$ cat src/rtl/sdram_arbiter_pkg.sv
// sdram_arbiter_pkg: state encodings, requester IDs and the
// grant rule shared by the SDRAM request arbiter.
package sdram_arbiter_pkg;

   localparam logic [1:0] ST_IDLE     = 2'd0;
   localparam logic [1:0] ST_ISSUE    = 2'd1;
   localparam logic [1:0] ST_WAIT_RSP = 2'd2;
   localparam logic [1:0] ST_RESP     = 2'd3;

   localparam logic REQ_CPU = 1'b0;
   localparam logic REQ_DMA = 1'b1;

   // DMA wins when it is alone, when the CPU had the last grant,
   // or while it still holds burst credit.
   function automatic logic dma_wins(
      input logic cpu_v,
      input logic dma_v,
      input logic last_dma,
      input logic credit
   );
      return dma_v & (~cpu_v | ~last_dma | credit);
   endfunction

endpackage

$ cat src/rtl/sdram_arbiter_if.sv
// sdram_arbiter_if: CPU, DMA and SDRAM-controller request/response
// signals; slave = arbiter view, master = requester/controller view.
interface sdram_arbiter_if #(
   parameter int ADDR_W = 23,
   parameter int DATA_W = 32
);
   logic              cpu_req_valid;
   logic [ADDR_W-1:0] cpu_req_addr;
   logic              cpu_req_rw;
   logic [3:0]        cpu_req_sel;
   logic [DATA_W-1:0] cpu_req_wdata;
   logic              cpu_req_ack;
   logic [DATA_W-1:0] cpu_rsp_rdata;

   logic              dma_req_valid;
   logic [ADDR_W-1:0] dma_req_addr;
   logic              dma_req_rw;
   logic [DATA_W-1:0] dma_req_wdata;
   logic              dma_req_ack;
   logic [DATA_W-1:0] dma_rsp_rdata;

   logic              sdr_req_valid;
   logic [ADDR_W-1:0] sdr_req_addr;
   logic              sdr_req_rw;
   logic [3:0]        sdr_req_sel;
   logic [DATA_W-1:0] sdr_req_wdata;
   logic              sdr_req_ready;
   logic              sdr_rsp_valid;
   logic [DATA_W-1:0] sdr_rsp_rdata;

   logic              arb_busy;
   logic              arb_grant_dma;

   modport slave (
      input  cpu_req_valid, cpu_req_addr, cpu_req_rw,
      input  cpu_req_sel, cpu_req_wdata,
      output cpu_req_ack, cpu_rsp_rdata,
      input  dma_req_valid, dma_req_addr, dma_req_rw,
      input  dma_req_wdata,
      output dma_req_ack, dma_rsp_rdata,
      output sdr_req_valid, sdr_req_addr, sdr_req_rw,
      output sdr_req_sel, sdr_req_wdata,
      input  sdr_req_ready, sdr_rsp_valid, sdr_rsp_rdata,
      output arb_busy, arb_grant_dma
   );

   modport master (
      output cpu_req_valid, cpu_req_addr, cpu_req_rw,
      output cpu_req_sel, cpu_req_wdata,
      input  cpu_req_ack, cpu_rsp_rdata,
      output dma_req_valid, dma_req_addr, dma_req_rw,
      output dma_req_wdata,
      input  dma_req_ack, dma_rsp_rdata,
      input  sdr_req_valid, sdr_req_addr, sdr_req_rw,
      input  sdr_req_sel, sdr_req_wdata,
      output sdr_req_ready, sdr_rsp_valid, sdr_rsp_rdata,
      input  arb_busy, arb_grant_dma
   );

endinterface

$ cat src/rtl/sdram_arbiter.sv
// sdram_arbiter: shares one SDRAM controller port between CPU and
// DMA; one transaction in flight, round-robin with DMA burst credit.
module sdram_arbiter #(
   parameter int ADDR_W    = 23,
   parameter int DATA_W    = 32,
   parameter int DMA_BURST = 4
) (
   input logic            wb_clk_i,
   input logic            wb_rst_i,
   sdram_arbiter_if.slave bus
);
   import sdram_arbiter_pkg::*;

   localparam int SW = $clog2(DMA_BURST + 1);
   localparam logic [SW-1:0] BURST_LIM = SW'(DMA_BURST);

   logic [1:0]        state;
   logic [SW-1:0]     dma_streak;
   logic              credit;
   logic              pick_any;
   logic              pick_dma;
   logic [ADDR_W-1:0] pick_addr;
   logic              pick_rw;
   logic [3:0]        pick_sel;
   logic [DATA_W-1:0] pick_wdata;

   // busy whenever a transaction is anywhere in flight
   assign bus.arb_busy = (state != ST_IDLE);

   // winner choice and request field mux for the IDLE decision
   always_comb begin
      credit     = (dma_streak < BURST_LIM);
      pick_any   = bus.cpu_req_valid | bus.dma_req_valid;
      pick_dma   = dma_wins(bus.cpu_req_valid, bus.dma_req_valid,
                            bus.arb_grant_dma, credit);
      pick_addr  = bus.cpu_req_addr;
      pick_rw    = bus.cpu_req_rw;
      pick_sel   = bus.cpu_req_sel;
      pick_wdata = bus.cpu_req_wdata;
      if (pick_dma == REQ_DMA) begin
         pick_addr  = bus.dma_req_addr;
         pick_rw    = bus.dma_req_rw;
         pick_sel   = 4'hF;
         pick_wdata = bus.dma_req_wdata;
      end
   end

   // transaction sequencer: grant, issue, await response, acknowledge
   always_ff @(posedge wb_clk_i) begin
      if (wb_rst_i) begin
         state             <= ST_IDLE;
         dma_streak        <= '0;
         bus.sdr_req_valid <= 1'b0;
         bus.sdr_req_addr  <= '0;
         bus.sdr_req_rw    <= 1'b0;
         bus.sdr_req_sel   <= 4'h0;
         bus.sdr_req_wdata <= '0;
         bus.cpu_req_ack   <= 1'b0;
         bus.dma_req_ack   <= 1'b0;
         bus.cpu_rsp_rdata <= '0;
         bus.dma_rsp_rdata <= '0;
         bus.arb_grant_dma <= REQ_CPU;
      end else begin
         bus.cpu_req_ack <= 1'b0;
         bus.dma_req_ack <= 1'b0;
         case (state)
            ST_IDLE: begin
               if (pick_any) begin
                  state             <= ST_ISSUE;
                  bus.sdr_req_valid <= 1'b1;
                  bus.sdr_req_addr  <= pick_addr;
                  bus.sdr_req_rw    <= pick_rw;
                  bus.sdr_req_sel   <= pick_sel;
                  bus.sdr_req_wdata <= pick_wdata;
                  bus.arb_grant_dma <= pick_dma;
                  if (pick_dma == REQ_DMA) begin
                     if (dma_streak != BURST_LIM)
                        dma_streak <= dma_streak + SW'(1);
                  end else begin
                     dma_streak <= '0;
                  end
               end
            end
            ST_ISSUE: begin
               if (bus.sdr_req_ready) begin
                  bus.sdr_req_valid <= 1'b0;
                  state             <= ST_WAIT_RSP;
               end
            end
            ST_WAIT_RSP: begin
               if (bus.sdr_rsp_valid) begin
                  if (bus.arb_grant_dma == REQ_DMA) begin
                     bus.dma_rsp_rdata <= bus.sdr_rsp_rdata;
                     bus.dma_req_ack   <= 1'b1;
                  end else begin
                     bus.cpu_rsp_rdata <= bus.sdr_rsp_rdata;
                     bus.cpu_req_ack   <= 1'b1;
                  end
                  state <= ST_RESP;
               end
            end
            ST_RESP: begin
               // ack cycle; requester valids are deliberately ignored here
               state <= ST_IDLE;
            end
            default: begin
               state <= ST_IDLE;
            end
         endcase
      end
   end

endmodule

$ cat src/flat_wrapper.sv
// flat-port wrapper written by rule: the top's interface ports become plain ports
module sdram_arbiter_flat import sdram_arbiter_pkg::*;
#(
   parameter int ADDR_W    = 23,
   parameter int DATA_W    = 32,
   parameter int DMA_BURST = 4
)
  (wb_clk_i, wb_rst_i, bus_cpu_req_valid, bus_cpu_req_addr, bus_cpu_req_rw, bus_cpu_req_sel, bus_cpu_req_wdata, bus_cpu_req_ack, bus_cpu_rsp_rdata, bus_dma_req_valid, bus_dma_req_addr, bus_dma_req_rw, bus_dma_req_wdata, bus_dma_req_ack, bus_dma_rsp_rdata, bus_sdr_req_valid, bus_sdr_req_addr, bus_sdr_req_rw, bus_sdr_req_sel, bus_sdr_req_wdata, bus_sdr_req_ready, bus_sdr_rsp_valid, bus_sdr_rsp_rdata, bus_arb_busy, bus_arb_grant_dma);
  sdram_arbiter_if #(.ADDR_W(ADDR_W), .DATA_W(DATA_W)) bus_i ();
  input logic wb_clk_i;
  input logic wb_rst_i;
  input wire logic [$bits(bus_i.cpu_req_valid)-1:0] bus_cpu_req_valid;
  input wire logic [$bits(bus_i.cpu_req_addr)-1:0] bus_cpu_req_addr;
  input wire logic [$bits(bus_i.cpu_req_rw)-1:0] bus_cpu_req_rw;
  input wire logic [$bits(bus_i.cpu_req_sel)-1:0] bus_cpu_req_sel;
  input wire logic [$bits(bus_i.cpu_req_wdata)-1:0] bus_cpu_req_wdata;
  output wire logic [$bits(bus_i.cpu_req_ack)-1:0] bus_cpu_req_ack;
  output wire logic [$bits(bus_i.cpu_rsp_rdata)-1:0] bus_cpu_rsp_rdata;
  input wire logic [$bits(bus_i.dma_req_valid)-1:0] bus_dma_req_valid;
  input wire logic [$bits(bus_i.dma_req_addr)-1:0] bus_dma_req_addr;
  input wire logic [$bits(bus_i.dma_req_rw)-1:0] bus_dma_req_rw;
  input wire logic [$bits(bus_i.dma_req_wdata)-1:0] bus_dma_req_wdata;
  output wire logic [$bits(bus_i.dma_req_ack)-1:0] bus_dma_req_ack;
  output wire logic [$bits(bus_i.dma_rsp_rdata)-1:0] bus_dma_rsp_rdata;
  output wire logic [$bits(bus_i.sdr_req_valid)-1:0] bus_sdr_req_valid;
  output wire logic [$bits(bus_i.sdr_req_addr)-1:0] bus_sdr_req_addr;
  output wire logic [$bits(bus_i.sdr_req_rw)-1:0] bus_sdr_req_rw;
  output wire logic [$bits(bus_i.sdr_req_sel)-1:0] bus_sdr_req_sel;
  output wire logic [$bits(bus_i.sdr_req_wdata)-1:0] bus_sdr_req_wdata;
  input wire logic [$bits(bus_i.sdr_req_ready)-1:0] bus_sdr_req_ready;
  input wire logic [$bits(bus_i.sdr_rsp_valid)-1:0] bus_sdr_rsp_valid;
  input wire logic [$bits(bus_i.sdr_rsp_rdata)-1:0] bus_sdr_rsp_rdata;
  output wire logic [$bits(bus_i.arb_busy)-1:0] bus_arb_busy;
  output wire logic [$bits(bus_i.arb_grant_dma)-1:0] bus_arb_grant_dma;
  assign bus_i.cpu_req_valid = bus_cpu_req_valid;
  assign bus_i.cpu_req_addr = bus_cpu_req_addr;
  assign bus_i.cpu_req_rw = bus_cpu_req_rw;
  assign bus_i.cpu_req_sel = bus_cpu_req_sel;
  assign bus_i.cpu_req_wdata = bus_cpu_req_wdata;
  assign bus_cpu_req_ack = bus_i.cpu_req_ack;
  assign bus_cpu_rsp_rdata = bus_i.cpu_rsp_rdata;
  assign bus_i.dma_req_valid = bus_dma_req_valid;
  assign bus_i.dma_req_addr = bus_dma_req_addr;
  assign bus_i.dma_req_rw = bus_dma_req_rw;
  assign bus_i.dma_req_wdata = bus_dma_req_wdata;
  assign bus_dma_req_ack = bus_i.dma_req_ack;
  assign bus_dma_rsp_rdata = bus_i.dma_rsp_rdata;
  assign bus_sdr_req_valid = bus_i.sdr_req_valid;
  assign bus_sdr_req_addr = bus_i.sdr_req_addr;
  assign bus_sdr_req_rw = bus_i.sdr_req_rw;
  assign bus_sdr_req_sel = bus_i.sdr_req_sel;
  assign bus_sdr_req_wdata = bus_i.sdr_req_wdata;
  assign bus_i.sdr_req_ready = bus_sdr_req_ready;
  assign bus_i.sdr_rsp_valid = bus_sdr_rsp_valid;
  assign bus_i.sdr_rsp_rdata = bus_sdr_rsp_rdata;
  assign bus_arb_busy = bus_i.arb_busy;
  assign bus_arb_grant_dma = bus_i.arb_grant_dma;
  sdram_arbiter #(.ADDR_W(ADDR_W), .DATA_W(DATA_W), .DMA_BURST(DMA_BURST)) u_core (.wb_clk_i(wb_clk_i), .wb_rst_i(wb_rst_i), .bus(bus_i));
endmodule
$ cat config.mk
export PLATFORM = sky130hd
export DESIGN_NAME = sdram_arbiter_flat
export DESIGN_NICKNAME = d
export VERILOG_FILES = /design/src/rtl/sdram_arbiter_pkg.sv /design/src/rtl/sdram_arbiter_if.sv /design/src/rtl/sdram_arbiter.sv /design/src/flat_wrapper.sv
export SDC_FILE = /design/constraint.sdc
export NUM_CORES = 1
export LEC_CHECK = 0
export ABC_AREA = 0
export CELL_PAD_IN_SITES_DETAIL_PLACEMENT = 2
export CELL_PAD_IN_SITES_GLOBAL_PLACEMENT = 2
export CORE_ASPECT_RATIO = 2
export CORE_UTILIZATION = 21
export DETAILED_ROUTE_END_ITERATION = 16
export PLACE_DENSITY_LB_ADDON = 0.08
export SLEW_MARGIN = 20
export SYNTH_ARGS = -nofsm -noshare
export SYNTH_HDL_FRONTEND = slang
export SYNTH_SLANG_ARGS = --single-unit
$ cat constraint.sdc
create_clock -name wb_clk_i -period 2.2 [get_ports wb_clk_i]
set_clock_uncertainty 0.1 [all_clocks]
set_input_delay 0.66 -clock wb_clk_i [delete_from_list [all_inputs] [get_ports wb_clk_i]]
set_output_delay 0.66 -clock wb_clk_i [all_outputs]
set_load 0.05 [all_outputs]
==> impl_metrics.ini, run 1 <==
[worst_setup_path]
crit_required_ns = 1.44
rr_endpoint = u_core.bus.sdr_req_addr[17]$_SDFFE_PP0P_
critPathCapture = bus_arb_busy
worst_setup_path_end_kind = output pin
ff2ff_path_depth = 3
critPathMaxFanout = 10
critPathKind = flop to output pin
rr_startpoint = u_core.dma_streak[2]$_SDFFE_PP0P_
start_kind = flop
cp-startpoint = u_core.state[0]$_SDFFE_PP0P_
ff2ff_setup_slack_ns = 0.35
cp.arrival_ns = 1.35

[finish]
layoutNonFillerInstCount = 1290
final_cell_area_sq_um = 9040
final_util = 0.354
most-common-layout-cells = clkdlybuf4s50_1, buf_4, dfxtp_1
drive_gt1_frac = 0.202
finalNetCount = 1096
syn2layout_area_growth_pct = 65.7
final_common_cell = clkdlybuf4s50_1

[timing]
period_share = 0.957
period_needed_ns = 2.11
slew_headroom = 0.579
hold_ws_ns = 0.357
hold_viol = 0
rsz0062_at_grt = no
fmax_mhz = 475
tightest_slew_ns = 0.631
setup_viol = 0
finalMaxSlewViolations = 0

[logic_synthesis]
synth-async-reset-ratio = 0
synth_area_sq_um = 5460
ys_warn_count = 0
synth-edff-count = 0
netlist_instances = 683
synth_fp_nets = 842
yosysSeqAreaShare = 0.488
ys_seq_elements = 133
netlist_top_cells_area = dfxtp_1, a311oi_1, nand2_1
synth_top_cell_area_share = 0.488
yosysTopAreaCell = dfxtp_1
synth.distinct_cells = 36
ys.flop_type = dfxtp_1
syn_avg_cell_area_sq_um = 7.99

[cts]
htree_levels = 4
cts_hold_buffers = 0
post-cts-setup-buffer-count = 0
clock_latency_ns = 0.42
cts.clk_slew.worst_paths_ns = 0.06
cts_tree = done
clockBufferDepth = 2
root_buffer = clkbuf_16
cts_num_sinks = 133
cts-resized-gates = 3
cts_inserted_buffers = 17

[floorplanning]
core_sq_um = 25500
ios = 283
rows = 83
die_h_microns = 230
die_area_sq_um = 26700
initial_utilization = 0.214
die_x_microns = 116

[worst_hold_path]
hold_path.class = flop to flop
min_from = u_core.bus.cpu_rsp_rdata[4]$_SDFFE_PP0P_

[grt]
grt.overflow.total = 0
grt_pass1_wl_microns = 37600
grt_usage = 0.188
grt_max_degree = 58
antenna_found_initial = 1
grt_pass1_vias = 6990

[routing]
drc = 0
drtAntennaViolNets = 0
vias_per_cell = 4.78
dr.pass1.iters = 4
wl_per_cell_microns = 19.1
wl_microns = 24700
vias = 6171
first_iter_violations = 163

[pwr]
powerDensity_nw_per_um2 = 1230
p_leak_uw = 0.00348
p_total_uw = 11100
ir_drop_mv = 0.488

[placement]
placed_cells = 1258
placed_cell_area_sq_um = 8430
dp_hpwl_microns = 18300
portBuffers = 282
globalplace.congestion = 0.755

[outcome]
outcome = finished, final reports clean

[job]
maxCapViolCount = 0
worst max-delay path: stages (launching register included):
cell and delay [ns]:
dfxtp_1 0.36, inv_1 0.10, ha_4 0.22, inv_2 0.10
buf_12 0.14
sequential cells by signal, summed over array words and instances (netlist names), 2 cells and up:
register / count
u_core.state: 2
u_core.bus.dma_rsp_rdata: 32
u_core.bus.sdr_req_addr: 23
u_core.bus.sdr_req_sel: 4
u_core.bus.sdr_req_wdata: 32
u_core.bus.cpu_rsp_rdata: 32
u_core.dma_streak: 3
cell type report:
cell class,count,area [sq um]
fill,2935,16500
timing repair buffer,306,2860
sequential,133,2660
multi-input combinational,472,2470
clock buffer,18,439
tap,340,425
clock inverter,13,159
inverter,7,26.3
antenna,1,2.50
cell families after synthesis:
group	synth area share
buffers and inverters	0.0644
adder cells (fa/ha/maj)	0.0115
AND/OR/NAND/NOR	0.206
AO/OA/AOI/OAI	0.228
flip-flops	0.488
multiplexers	0.00183
synth_stat cells (2+ instances only):
cell,instances
o21a_1,2
dfxtp_1,133
nor3_1,5
inv_1,6
a21oi_1,68
o21ai_0,47
a211oi_1,4
clkbuf_1,39
o311a_1,2
a311oi_1,57
buf_6,3
nand2b_1,4
o21ai_1,10
buf_1,2
o2111ai_1,2
nor2_1,65
buf_2,25
nand3_1,58
ha_1,5
nand2_1,130
how the worst min path moves through the flow:
stage | to | slack [ns] | cells past startpoint
after global placement | u_core.bus.cpu_rsp_rdata[15]$_SDFFE_PP0P_ | 0.34 | 2
after floorplan | u_core.state[1]$_SDFFE_PP0P_ | 0.37 | 2
after detailed placement | u_core.bus.cpu_rsp_rdata[23]$_SDFFE_PP0P_ | 0.35 | 2
final | u_core.bus.cpu_rsp_rdata[4]$_SDFFE_PP0P_ | 0.36 | 2
after global routing | u_core.bus.cpu_rsp_rdata[21]$_SDFFE_PP0P_ | 0.38 | 2
after CTS | u_core.bus.cpu_rsp_rdata[23]$_SDFFE_PP0P_ | 0.36 | 2
through the flow:
stage	worst slack [ns]	setup TNS, ns
floorplan	0.377	0
global placement	-0.220	-10.36
detailed placement	-0.341	-13.24
CTS	0.0432	0
global route	0.0188	0
finish	0.0941	0
layer usage:
| metal | vias to the layer above | part of all wire | global-route usage |
|---|---|---|---|
| li1 | 2903 | - | - |
| met1 | 3010 | 0.33 | 0.163 |
| met3 | 44 | 0.065 | 0.0575 |
| met2 | 214 | 0.57 | 0.373 |
| met5 | - | 0 | 0 |
| met4 | 0 | 0.029 | 0.0857 |
report_power, final:
| part | total (uW) | switching [uW] | internal (uW) | leakage, uW |
|---|---|---|---|---|
| clock | 2940 | 1140 | 1800 | 0.000288 |
| combinational | 4950 | 3260 | 1690 | 0.00210 |
| sequential | 3250 | 316 | 2930 | 0.00109 |
| total | 11100 | 4720 | 6420 | 0.00348 |
Power figures use the tool's default switching activity.
==> inputs of run 2 (changes only) <==
==> constraint.sdc (replaced) <==
create_clock -name wb_clk_i -period 2.06 [get_ports wb_clk_i]
set_clock_uncertainty 0.1 [all_clocks]
set_input_delay 0.618 -clock wb_clk_i [delete_from_list [all_inputs] [get_ports wb_clk_i]]
set_output_delay 0.618 -clock wb_clk_i [all_outputs]
set_load 0.05 [all_outputs]
==> impl_metrics.ini, run 2 (synthesis gave the netlist of run 1 again) <==
[outcome]
outcome = finished, final reports clean

[finish]
finalNetCount = 1094
final_common_cell = clkdlybuf4s50_1
most-common-layout-cells = clkdlybuf4s50_1, buf_4, dfxtp_1
syn2layout_area_growth_pct = 65.4
reg_top3 = u_core.bus.cpu_rsp_rdata (32), u_core.bus.dma_rsp_rdata (32), u_core.bus.sdr_req_wdata (32)
drive_gt1_frac = 0.204
final_util = 0.353

[worst_setup_path]
critPathKind = flop to output pin
crit_required_ns = 1.34
critPathMaxFanout = 4
ff2ff_setup_slack_ns = 0.35
worst_setup_path_end_kind = output pin
cp.arrival_ns = 1.27
start_kind = flop

[routing]
vias = 6208
wl_microns = 25000
dr.pass1.iters = 5
met3_wirelength_microns = 1490
top_layer = met4
wl_per_cell_microns = 19.4
drc = 0
met1_length_microns = 8360
dr_wl_met2_microns = 14300
vias_per_cell = 4.81
drtAntennaViolNets = 0
first_iter_violations = 141

[timing]
period_share = 0.965
tightest_slew_ns = 0.400
hold_ws_ns = 0.357
slew_headroom = 0.734
finalSetupTns_ns = 0
rsz0062_at_grt = no
finalMaxSlewViolations = 0
fmax_mhz = 503
setup_ws_ns = 0.0712
hold_viol = 0
period_needed_ns = 1.99
setup_viol = 0

[grt]
grt_max_degree = 53
grt_usage = 0.192
grt_pass1_vias = 7074
grt.overflow.total = 0
grt_pass1_wl_microns = 38400
antenna_found_initial = 2

[floorplanning]
die_h_microns = 230
core_sq_um = 25500
die_area_sq_um = 26700
rows = 83
die_x_microns = 116
ios = 283
initial_utilization = 0.214

[cts]
clock_latency_ns = 0.43
htree_levels = 4
cts_inserted_buffers = 17
cts.clk_slew.worst_paths_ns = 0.06
clockBufferDepth = 2
cts_num_sinks = 133
cts_tree = done
root_buffer = clkbuf_16

[placement]
pre_cts_ws_ns = -0.488
globalplace.congestion = 0.735
dp_hpwl_microns = 17800
portBuffers = 282

[pwr]
ir_drop_mv = 0.604
p_total_uw = 11900
powerDensity_nw_per_um2 = 1310
p_leak_uw = 0.00346

[job]
maxCapViolCount = 0

[worst_hold_path]
hold_path.class = flop to flop
## run 2: cell types whose count changed in the layout (fill, tap and decap cells not counted)
cell	change
inv_6	+1
clkbuf_1	+1
diode_2	+1
inv_1	-1
dfxtp_1	-2
clkbuf_8	+1
clkinvlp_4	+1
buf_12	-2
buf_4	-1
and3_4	+1
dfxtp_2	+2
clkinv_2	-1
clkinv_4	-2
inv_2	+1
## run 2: metrics by stage
stage	std cells	cell area (sq um)
2_1_floorplan	683	5460
3_3_place_gp	1255	8380
3_5_place_dp	1255	8380
4_1_cts	1288	9010
5_1_grt	1290	9020
6_report	1290	9020
## run 2: worst paths after layout
| check | start | to | cells past startpoint |
|---|---|---|---|
| worst min register to register | u_core.bus.dma_rsp_rdata[23]$_SDFFE_PP0P_ | u_core.bus.dma_rsp_rdata[23]$_SDFFE_PP0P_ | 2 |
| worst min-delay path | u_core.bus.dma_rsp_rdata[23]$_SDFFE_PP0P_ | u_core.bus.dma_rsp_rdata[23]$_SDFFE_PP0P_ | 2 |
| worst max-delay path | u_core.state[1]$_SDFFE_PP0P_ | bus_arb_busy | 4 |
| worst max register to register | u_core.dma_streak[2]$_SDFFE_PP0P_ | u_core.bus.sdr_req_wdata[8]$_SDFFE_PP0P_ | 3 |
## run 2: per-layer routing
layer,global-route usage,up-vias
met2,0.377,212
met1,0.170,3049
met3,0.0559,43
met4,0.0986,0
met5,0,-
li1,-,2904
## run 2: report_power, final
part | internal (uW) | switching, uW | leakage, uW
combinational | 1730 | 3450 | 0.00208
sequential | 3130 | 338 | 0.00109
clock | 1960 | 1230 | 0.000288
## run 2: what timing repair did
action | CTS | global route
gates resized for setup | 5 | 2
hold buffers | 0 | 0
gates cloned | 1 | 0
setup endpoints to repair | 2 | 13
buffers inserted | 0 | 0
## run 2: critical path: stages, from the launching register on
cell,delay [ns]
dfxtp_2,0.34
inv_1,0.08
ha_4,0.19
inv_2,0.09
buf_12,0.14
## run 2: cell type report
type,instances,area (sq um)
Fill cell,2914,16500
Timing Repair Buffer,303,2810
Sequential cell,133,2670
Multi-Input combinational cell,473,2480
Clock buffer,20,457
Tap cell,340,425
Clock inverter,12,153
Inverter,7,26.3
Antenna cell,2,5.00
